### src/rtl/addsub_pkg.sv
// Shared types and constants for the add/sub scheduler.
package addsub_pkg;

    typedef enum logic [1:0] {
        IDLE = 2'd0,
        EXEC = 2'd1,
        RESP = 2'd2
    } state_e;

    localparam logic OP_ADD = 1'b1;
    localparam logic OP_SUB = 1'b0;

endpackage

### src/rtl/addsub_sched_if.sv
// Request/response bundle between client engines and the add/sub scheduler.
interface addsub_sched_if #(
    parameter int NREQ  = 4,
    parameter int WIDTH = 8
) ();
    localparam int IDW = $clog2(NREQ);

    logic [NREQ-1:0]       req_valid;
    logic [NREQ-1:0]       req_ready;
    logic [NREQ-1:0]       req_add_sub;
    logic [NREQ*WIDTH-1:0] req_dataa;
    logic [NREQ*WIDTH-1:0] req_datab;
    logic                  resp_valid;
    logic                  resp_ready;
    logic [IDW-1:0]        resp_id;
    logic [WIDTH-1:0]      resp_result;
    logic                  resp_cb;

    modport master (
        output req_valid, req_add_sub, req_dataa, req_datab, resp_ready,
        input  req_ready, resp_valid, resp_id, resp_result, resp_cb
    );

    modport slave (
        input  req_valid, req_add_sub, req_dataa, req_datab, resp_ready,
        output req_ready, resp_valid, resp_id, resp_result, resp_cb
    );
endinterface

### src/rtl/rr_arbiter.sv
// Round-robin arbiter: one-hot grant to the first requester at or after ptr.
module rr_arbiter #(
    parameter int N = 4,
    localparam int PW = (N > 1) ? $clog2(N) : 1
) (
    input  logic [N-1:0]  req,
    input  logic [PW-1:0] ptr,
    input  logic          en,
    output logic [N-1:0]  gnt
);

    logic [N-1:0] hi_mask;
    logic [N-1:0] masked;
    logic [N-1:0] pick;

    // Prefer requesters at index >= ptr; wrap to the full vector when none.
    always_comb begin
        hi_mask = ~((N'(1) << ptr) - N'(1));
        masked  = req & hi_mask;
        pick    = (|masked) ? masked : req;
        gnt     = en ? (pick & (~pick + N'(1))) : '0;
    end

endmodule

### src/rtl/addsub_sched.sv
// Shares one registered add/sub datapath between NREQ requesters, one op in flight.
//
// state | meaning
// IDLE  | nothing in flight, ready to grant
// EXEC  | operands captured, result registered at end of this cycle
// RESP  | result presented, waiting for resp_ready
module addsub_sched
    import addsub_pkg::*;
#(
    parameter int NREQ  = 4,
    parameter int WIDTH = 8
) (
    input  logic            clk,
    input  logic            rst,
    addsub_sched_if.slave   bus,
    output logic            busy
);
    localparam int IDW = $clog2(NREQ);

    state_e           state_q, state_d;
    logic [IDW-1:0]   rr_ptr;
    logic [IDW-1:0]   gnt_id;
    logic [IDW-1:0]   id_q;
    logic [NREQ-1:0]  gnt;
    logic             accept;
    logic             hs;
    logic             op_sel, op_q;
    logic [WIDTH-1:0] a_sel, b_sel, a_q, b_q;
    logic [WIDTH:0]   sum;
    logic             resp_valid_q;
    logic [IDW-1:0]   resp_id_q;
    logic [WIDTH-1:0] resp_result_q;
    logic             resp_cb_q;

    // Grants are only offered outside reset and while the response slot frees up.
    assign accept = !rst && ((state_q == IDLE) || ((state_q == RESP) && bus.resp_ready));

    rr_arbiter #(.N(NREQ)) u_arb (
        .req (bus.req_valid),
        .ptr (rr_ptr),
        .en  (accept),
        .gnt (gnt)
    );

    assign bus.req_ready   = gnt;
    assign hs              = |gnt;
    assign busy            = (state_q != IDLE);
    assign bus.resp_valid  = resp_valid_q;
    assign bus.resp_id     = resp_id_q;
    assign bus.resp_result = resp_result_q;
    assign bus.resp_cb     = resp_cb_q;

    // Mux the granted requester's payload and index.
    always_comb begin
        gnt_id = '0;
        op_sel = 1'b0;
        a_sel  = '0;
        b_sel  = '0;
        for (int i = 0; i < NREQ; i++) begin
            if (gnt[i]) begin
                gnt_id = IDW'(i);
                op_sel = bus.req_add_sub[i];
                a_sel  = bus.req_dataa[i*WIDTH +: WIDTH];
                b_sel  = bus.req_datab[i*WIDTH +: WIDTH];
            end
        end
    end

    // WIDTH+1 bit arithmetic: top bit is carry for add, borrow for subtract.
    always_comb begin
        if (op_q == OP_ADD) sum = {1'b0, a_q} + {1'b0, b_q};
        else                sum = {1'b0, a_q} - {1'b0, b_q};
    end

    // Next-state logic.
    always_comb begin
        state_d = state_q;
        case (state_q)
            IDLE:    if (hs) state_d = EXEC;
            EXEC:    state_d = RESP;
            RESP:    if (bus.resp_ready) state_d = hs ? EXEC : IDLE;
            default: state_d = IDLE;
        endcase
    end

    // State, pointer, capture and response registers.
    always_ff @(posedge clk) begin
        if (rst) begin
            state_q       <= IDLE;
            rr_ptr        <= '0;
            id_q          <= '0;
            op_q          <= 1'b0;
            a_q           <= '0;
            b_q           <= '0;
            resp_valid_q  <= 1'b0;
            resp_id_q     <= '0;
            resp_result_q <= '0;
            resp_cb_q     <= 1'b0;
        end else begin
            state_q <= state_d;
            if (hs) begin
                op_q   <= op_sel;
                a_q    <= a_sel;
                b_q    <= b_sel;
                id_q   <= gnt_id;
                rr_ptr <= (gnt_id == IDW'(NREQ - 1)) ? '0 : gnt_id + 1'b1;
            end
            if (state_q == EXEC) begin
                resp_valid_q  <= 1'b1;
                resp_id_q     <= id_q;
                resp_result_q <= sum[WIDTH-1:0];
                resp_cb_q     <= sum[WIDTH];
            end else if ((state_q == RESP) && bus.resp_ready) begin
                resp_valid_q  <= 1'b0;
            end
        end
    end

endmodule
### src/flat_wrapper.sv
// flat-port wrapper written by rule: the top's interface ports become plain ports
module addsub_sched_flat import addsub_pkg::*;
#(
    parameter int NREQ  = 4,
    parameter int WIDTH = 8
)
  (clk, rst, busy, bus_req_valid, bus_req_add_sub, bus_req_dataa, bus_req_datab, bus_resp_ready, bus_req_ready, bus_resp_valid, bus_resp_id, bus_resp_result, bus_resp_cb);
  addsub_sched_if #(.NREQ(NREQ), .WIDTH(WIDTH)) bus_i ();
  input  logic clk;
  input  logic rst;
  output logic busy;
  input wire logic [$bits(bus_i.req_valid)-1:0] bus_req_valid;
  input wire logic [$bits(bus_i.req_add_sub)-1:0] bus_req_add_sub;
  input wire logic [$bits(bus_i.req_dataa)-1:0] bus_req_dataa;
  input wire logic [$bits(bus_i.req_datab)-1:0] bus_req_datab;
  input wire logic [$bits(bus_i.resp_ready)-1:0] bus_resp_ready;
  output wire logic [$bits(bus_i.req_ready)-1:0] bus_req_ready;
  output wire logic [$bits(bus_i.resp_valid)-1:0] bus_resp_valid;
  output wire logic [$bits(bus_i.resp_id)-1:0] bus_resp_id;
  output wire logic [$bits(bus_i.resp_result)-1:0] bus_resp_result;
  output wire logic [$bits(bus_i.resp_cb)-1:0] bus_resp_cb;
  assign bus_i.req_valid = bus_req_valid;
  assign bus_i.req_add_sub = bus_req_add_sub;
  assign bus_i.req_dataa = bus_req_dataa;
  assign bus_i.req_datab = bus_req_datab;
  assign bus_i.resp_ready = bus_resp_ready;
  assign bus_req_ready = bus_i.req_ready;
  assign bus_resp_valid = bus_i.resp_valid;
  assign bus_resp_id = bus_i.resp_id;
  assign bus_resp_result = bus_i.resp_result;
  assign bus_resp_cb = bus_i.resp_cb;
  addsub_sched #(.NREQ(NREQ), .WIDTH(WIDTH)) u_core (.clk(clk), .rst(rst), .bus(bus_i), .busy(busy));
endmodule
### config.mk
export PLATFORM = sky130hd
export DESIGN_NAME = addsub_sched_flat
export DESIGN_NICKNAME = d
export VERILOG_FILES = /design/src/rtl/addsub_pkg.sv /design/src/rtl/addsub_sched_if.sv /design/src/rtl/rr_arbiter.sv /design/src/rtl/addsub_sched.sv /design/src/flat_wrapper.sv
export SDC_FILE = /design/constraint.sdc
export NUM_CORES = 1
export LEC_CHECK = 0
export BUFFER_PORTS_ARGS = -buffer_cell sky130_fd_sc_hd__buf_2
export CAP_MARGIN = 20
export CORE_MARGIN = 5
export CORE_UTILIZATION = 43
export CTS_CLUSTER_SIZE = 25
export DETAILED_ROUTE_END_ITERATION = 8
export GPL_TIMING_DRIVEN = 0
export PLACE_DENSITY_LB_ADDON = 0.05
export SLEW_MARGIN = 10
export SYNTH_ARGS = -nofsm -noshare
export SYNTH_HDL_FRONTEND = slang
export SYNTH_SLANG_ARGS = --single-unit
### constraint.sdc
create_clock -name clk -period 6.63 [get_ports clk]
set_clock_uncertainty 0.05 [all_clocks]
set_input_delay 0 -clock clk [delete_from_list [all_inputs] [get_ports clk]]
set_output_delay 0 -clock clk [all_outputs]
set_load 0.01 [all_outputs]
==> impl_metrics.env, run 1 <==
export IMPL_status="finished, final reports clean"
export IMPL_synth_edf_count=0
export IMPL_fin_nets=463
export IMPL_cp_arrival_ps=2930
export IMPL_grt_usage=0.2009
export IMPL_power_frac_comb=0.386
export IMPL_drc=0
export IMPL_syn_to_final_growth_pct=28.64
export IMPL_met1_usage=0.2345
export IMPL_ant_nets=0
export IMPL_post_cts_buffers=0
export IMPL_grt_setup_unrepaired="false"
export IMPL_regToRegSetupSlack_ps=3830
export IMPL_io_pins=92
export IMPL_hold_start="bus_req_dataa[1]"
export IMPL_routedWlPerCell_um=16.08
export IMPL_swShare=0.3382
export IMPL_drive_gt1_frac=0.3668
export IMPL_ys_async_sr_fraction=0
export IMPL_cp_start_kind="flop"
export IMPL_postSynthCellCount=275
export IMPL_drt_iter0_markers=114
export IMPL_syn_nets=360
export IMPL_hold_class="input pin to flop"
export IMPL_post_route_period_util=0.4219
export IMPL_grtUsageMet2=0.3630
export IMPL_htree_levels=2
export IMPL_path_buf_inv=1
export IMPL_core_area_um2=5574
export IMPL_antenna_found_initial=0
export IMPL_endpoint_kind="flop"
export IMPL_n_antenna_cell=0
export IMPL_grt_pass1_wl_um=12090
export IMPL_p_clk_frac=0.270
export IMPL_numCtsBuffers=5
export IMPL_slew_headroom=0.4847
export IMPL_p_int_mw=0.4911
export IMPL_seqPwrFrac=0.344
export IMPL_die_area_um2=7458
export IMPL_finalCriticalPeriod_ps=2797
export IMPL_wl_um=7250
export IMPL_slowest_delay_ps=460
export IMPL_die_width_um=86.36
export IMPL_first_pass_iters=4
export IMPL_cts_sinks=35
export IMPL_drv_cap=0
export IMPL_leakagePower_nw=1.447
export IMPL_timing_fmax_ghz=0.3575
export IMPL_clk_pin_slew_worst_paths_ps=70
export IMPL_worst_slack_ps=3833
export IMPL_cts_root_buf="clkbuf_8"
export IMPL_start_util=0.4498
export IMPL_ctsResizeCount=0
export IMPL_via_per_inst=5.634
export IMPL_ys_flop_type="dfxtp_1"
export IMPL_crit_family="compound AO/OA/AOI/OAI gates"
export IMPL_p_switching_mw=0.2509
export IMPL_synth_warnings=0
export IMPL_port_buffers=90
export IMPL_globalplace_congestion=0.8310
export IMPL_num_rows=27
export IMPL_met3_usage=0.04468
export IMPL_worst_pin_slew_ps=773.0
export IMPL_min_to="u_core.a_q[1]"
export IMPL_power_density_nw_per_um2=230.0
export IMPL_dp_hpwl_um=5760
export IMPL_overflow=0
export IMPL_hold_violations=0
export IMPL_finalPower_mw=0.7420
export IMPL_worst_path_max_fanout=5
export IMPL_timing_setup_tns_ps=0
export IMPL_finalMaxSlewViolations=0
export IMPL_cts_buffer_depth=2
export IMPL_die_y_um=86.36
export IMPL_setup_violations=0
export IMPL_fill_cells=541
export IMPL_synth_cell_type_count=65
export IMPL_reg2reg_to="u_core.bus.resp_cb"
export IMPL_post_place_ws_ps=3844
export IMPL_via_count=2541
export IMPL_reg2regPathDepth=9
export IMPL_min_path_cells=3
export IMPL_register_area_um2=700.7
export IMPL_syn_avg_cell_area_um2=9.118
export IMPL_ys_ff_latch=35
export IMPL_grt_busiest_layer="met2"
export IMPL_cts_tree="built"
export IMPL_grt_max_degree=12
export IMPL_reg2reg_from="u_core.b_q[0]"
export IMPL_cpMaxStageDelayCell="fa_1"
export IMPL_grt_pass1_vias=2609
export IMPL_clock_latency_ps=290
export IMPL_ys_seq_area_frac=0.2794
export IMPL_cp_required_ps=6760
export IMPL_synth_cell_area_um2=2507
export IMPL_critPathKind="flop to flop"
export IMPL_multi_input_area_um2=1579
export IMPL_ir_drop_mv=0.1083
export IMPL_crit_chain="inv_1, ha_1, mux2_2, fa_1, a211oi_1, nor2_1, o41ai_1, nor4_1, a211o_1"
[cells in the mapped netlist (3+ instances only)]
master     instances  share of area
inv_1              9          0.013
a21oi_1           15          0.030
a211oi_1           6          0.018
dfxtp_1           35           0.28
nor4b_1            4          0.014
a2111oi_1          3          0.012
a221oi_1          12          0.042
clkbuf_8           6          0.033
and3_1             5          0.012
o21ai_0            8          0.016
nand2_1           20          0.030
o22ai_1           15          0.037
buf_6              3          0.013
a21o_1             4          0.012
nand3_1            4         0.0080
clkbuf_1           4         0.0060
xor2_1             6          0.021
nor2_1            31          0.046
mux2i_1            3          0.012
a2111oi_2          9          0.054
ha_1               9          0.045
nor3_1             6          0.012
[kinds of logic (layout without fill, tap and decap cells)]
group	count (synthesis)	in the layout	share of synthesized area
adder cells (fa/ha/maj)	10	10	0.05290
XOR/XNOR	8	8	0.02795
multiplexers	4	4	0.01647
AO/OA/AOI/OAI	102	102	0.3493
AND/OR/NAND/NOR	90	90	0.1831
buffers and inverters	26	130	0.09082
flip-flops	35	35	0.2794
[layer usage]
metal	share of wire	vias up	routed length [um]
met4	0.016	0	116
li1	-	1273	-
met3	0.069	14	498
met5	0	-	0
met1	0.42	1166	3061
met2	0.49	88	3573
[metrics by stage]
stage               cells  utilization  hold WS, ps  instance area, um2
floorplan             275            -        109.0                2507
global placement      437       0.5468        239.6                3048
detailed placement    437       0.5468        245.7                3048
CTS                   451       0.5787        16.41                3226
global route          451       0.5787        35.37                3226
finish                451       0.5787        24.26                3226
[worst register-to-register path: cells and delay by family, from the launching register on]
kind | cells | cell delay (ps)
buf+inv | 1 | 80
compound gates | 3 | 890
simple gates | 2 | 220
flops | 1 | 440
fa+ha+maj | 2 | 740
mux | 1 | 290
[power by group through the flow]
stage / sequential (mW) / clock, mW / combinational [mW]
after floorplan: 0.260 / 0 / 0.202
final: 0.255 / 0.200 / 0.286
after CTS: 0.256 / 0.207 / 0.288
after global placement: 0.260 / 0 / 0.278
after global routing: 0.259 / 0.217 / 0.320
after detailed placement: 0.260 / 0 / 0.282
[layout by cell type (no fill, tap or decap), types with 3 or more instances in the layout]
cell type / synthesis / layout
a2111oi_1: 3 / 3
a2111oi_2: 9 / 9
a211oi_1: 6 / 6
a21o_1: 4 / 4
a21oi_1: 15 / 15
a221oi_1: 12 / 12
and3_1: 5 / 5
buf_2: 0 / 90
buf_6: 3 / 3
clkbuf_1: 4 / 4
clkbuf_8: 6 / 12
dfxtp_1: 35 / 35
dlygate4sd3_1: 0 / 6
ha_1: 9 / 9
inv_1: 9 / 9
mux2i_1: 3 / 3
nand2_1: 20 / 20
nand3_1: 4 / 4
nor2_1: 31 / 31
nor3_1: 6 / 6
nor4b_1: 4 / 4
o21ai_0: 8 / 8
o22ai_1: 15 / 15
xor2_1: 6 / 6
[worst max-delay path by stage]
stage	startpoint	to	slack (ps)	depth (start not counted)
finish	u_core.b_q[0]	u_core.bus.resp_cb	3830	9
floorplan	u_core.b_q[0]	u_core.bus.resp_cb	4090	9
CTS	u_core.b_q[0]	u_core.bus.resp_cb	3830	9
detailed placement	u_core.b_q[0]	u_core.bus.resp_cb	3840	9
global route	u_core.b_q[0]	u_core.bus.resp_cb	3680	9
global placement	u_core.b_q[0]	u_core.bus.resp_cb	3850	9
[what timing repair did]
action                                  in CTS  in global routing
hold buffers                                 6                  0
endpoints found under the setup margin       0                  0
hold endpoints to repair                     3                  0
[flip-flops by register name (all words and copies together), names as in the netlist, 2 cells and up]
signal and flops:
u_core.a_q 8, u_core.b_q 8, u_core.bus.resp_id 2, u_core.bus.resp_result 8, u_core.id_q 2, u_core.rr_ptr 2, u_core.state_q 2
[area by class of cell]
type	instances	area share
plain buffers	17	0.06012
clock buffers	6	0.02560
clock inverters	2	0.01086
inverters	9	0.01047
multi-input cells	214	0.4895
flip-flops and latches	35	0.2172
well taps	72	0.02793
repair buffers	96	0.1583
Note: power is estimated with default switching activity, not from simulation.
==> run 2: changes to the inputs <==
clock period = 2.45 ns   (was 6.63 ns; I/O delays follow)
==> run 2 against run 1 <==
  * Flip-flop and latch count unchanged
  * Combinational power grew to 3.0 times the previous value
  * The run now ends with negative setup slack left
  * Sequential share of layout area down 0.41 points
  * Register-to-register slack got worse by 3800 ps
  * Utilization rose by 1.8 points
  * Worst setup slack lost 3800 ps
  * Largest power group unchanged
  * Highest routed layer unchanged
==> impl_metrics.env, run 2 (synthesis gave the netlist of run 1 again) <==
export IMPL_drt_iter0_markers=83
export IMPL_overflow=0
export IMPL_first_pass_iters=4
export IMPL_placed_cell_area_um2=3058
export IMPL_worst_pin_slew_ps=786.9
export IMPL_routedWlPerCell_um=16.54
export IMPL_status="finished with violations"
export IMPL_timing_setup_tns_ps=-9.190
export IMPL_ir_drop_mv=0.4200
export IMPL_dp_hpwl_um=5893
export IMPL_clk_pin_slew_worst_paths_ps=70
export IMPL_worst_slack_ps=-9.190
export IMPL_numCtsBuffers=5
export IMPL_clock_latency_ps=280
export IMPL_core_area_um2=5574
export IMPL_port_buffers=90
export IMPL_cpMaxStageDelayCell="dfxtp_4"
export IMPL_post_place_ws_ps=-249.0
export IMPL_n_antenna_cell=0
export IMPL_path_buf_inv=1
export IMPL_leakagePower_nw=1.479
export IMPL_grt_usage=0.2047
export IMPL_via_per_inst=5.605
export IMPL_cp_start_kind="flop"
export IMPL_hold_violations=0
export IMPL_finalMaxSlewViolations=0
export IMPL_crit_family="compound AO/OA/AOI/OAI gates"
export IMPL_grt_pass1_vias=2622
export IMPL_cts_tree="built"
export IMPL_via_count=2539
export IMPL_cts_root_buf="clkbuf_8"
export IMPL_violations="negative setup slack"
export IMPL_power_density_nw_per_um2=628.2
export IMPL_antenna_found_initial=0
export IMPL_stdcell_area_um2=3323
export IMPL_regToRegSetupSlack_ps=-9
export IMPL_cp_required_ps=2570
export IMPL_crit_chain="inv_1, ha_1, mux2_2, fa_2, a211oi_2, nor2_2, o41ai_4, nor4_2, a211o_1"
export IMPL_drc=0
export IMPL_die_area_um2=7458
export IMPL_htree_levels=2
export IMPL_syn_to_final_growth_pct=32.54
export IMPL_cts_buffer_depth=2
export IMPL_slew_headroom=0.4754
export IMPL_grt_setup_unrepaired="true"
export IMPL_io_pins=92
export IMPL_num_rows=27
export IMPL_finalPower_mw=2.088
export IMPL_post_route_period_util=1.004
export IMPL_critPathKind="flop to flop"
export IMPL_cts_sinks=35
export IMPL_cp_arrival_ps=2580
export IMPL_setup_violations=1
export IMPL_die_width_um=86.36
export IMPL_layout_cells_most_common="buf_2"
export IMPL_grt_pass1_wl_um=12470
export IMPL_hold_class="input pin to flop"
export IMPL_fill_cells=526
export IMPL_ant_nets=0
export IMPL_timing_fmax_ghz=0.4066
export IMPL_globalplace_congestion=0.8186
export IMPL_worst_path_max_fanout=5
export IMPL_die_y_um=86.36
export IMPL_slowest_delay_ps=380
export IMPL_final_cell_mix="90 x buf_2, 33 x dfxtp_1, 29 x nor2_1, 20 x nand2_1"
export IMPL_drive_gt1_frac=0.4173
export IMPL_start_util=0.4498
export IMPL_fin_nets=465
export IMPL_drv_cap=0
export IMPL_finalCriticalPeriod_ps=2459
export IMPL_grt_max_degree=13
export IMPL_wl_um=7494
export IMPL_endpoint_kind="flop"
==> run 2: cell count changes in the layout (fill, tap and decap cells not counted), sizes merged <==
cell         change
clkinv           +1
clkbuf           -1
buf              +5
dlygate4sd3      -3
==> run 2: worst paths after layout <==
kind                                                  end                       from  cells after the start
worst min register to register  u_core.bus.resp_result[1]  u_core.bus.resp_result[1]                      2
worst max-delay path                   u_core.bus.resp_cb              u_core.b_q[1]                      9
worst min-delay path                        u_core.b_q[6]           bus_req_datab[6]                      3
worst max register to register         u_core.bus.resp_cb              u_core.b_q[1]                      9
==> run 2: area by class of cell <==
cell class	instances	area, um2	share of cell area
Clock inverter	3	43.79	0.01318
Multi-Input combinational cell	214	1667	0.5015
Sequential cell	35	708.2	0.2131
Timing Repair Buffer	98	518.0	0.1559
Inverter	9	33.78	0.01017
Buffer	17	193.9	0.05836
Clock buffer	5	68.82	0.02071
Tap cell	72	90.09	0.02711
==> run 2: repair_timing <==
action	CTS	global route
pin swaps	3	3
setup buffers	2	3
hold buffers	3	0
setup endpoints to repair	3	3
resized for setup	8	11
hold endpoints to repair	3	0
==> run 2: power by group <==
part / internal (mW) / switching (mW)
combinational: 0.416 / 0.455
sequential: 0.636 / 0.0600
clock: 0.303 / 0.217
total: 1.36 / 0.732
==> run 2: metal layers <==
layer,vias to the layer above,track usage,part of all wire
met5,-,0,0
met4,0,0.03683,0.0069
met3,6,0.03802,0.060
met2,81,0.3700,0.50
met1,1179,0.2540,0.43
li1,1273,-,-
==> run 2: worst min-delay path, delay by kind of cell <==
| family | cells | cell delay [ps] |
|---|---|---|
| muxes | 1 | 70 |
| AOI/OAI and AO/OA | 1 | 160 |
| buffers and inverters | 1 | 80 |
==> run 2: per-stage QoR <==
step,hold WS (ps),cells,util
after global routing,33.39,453,0.5962
final,6.554,453,0.5962
after detailed placement,231.8,437,0.5486
after floorplan,109.0,275,-
after CTS,1.548,450,0.5816
after global placement,222.0,437,0.5486
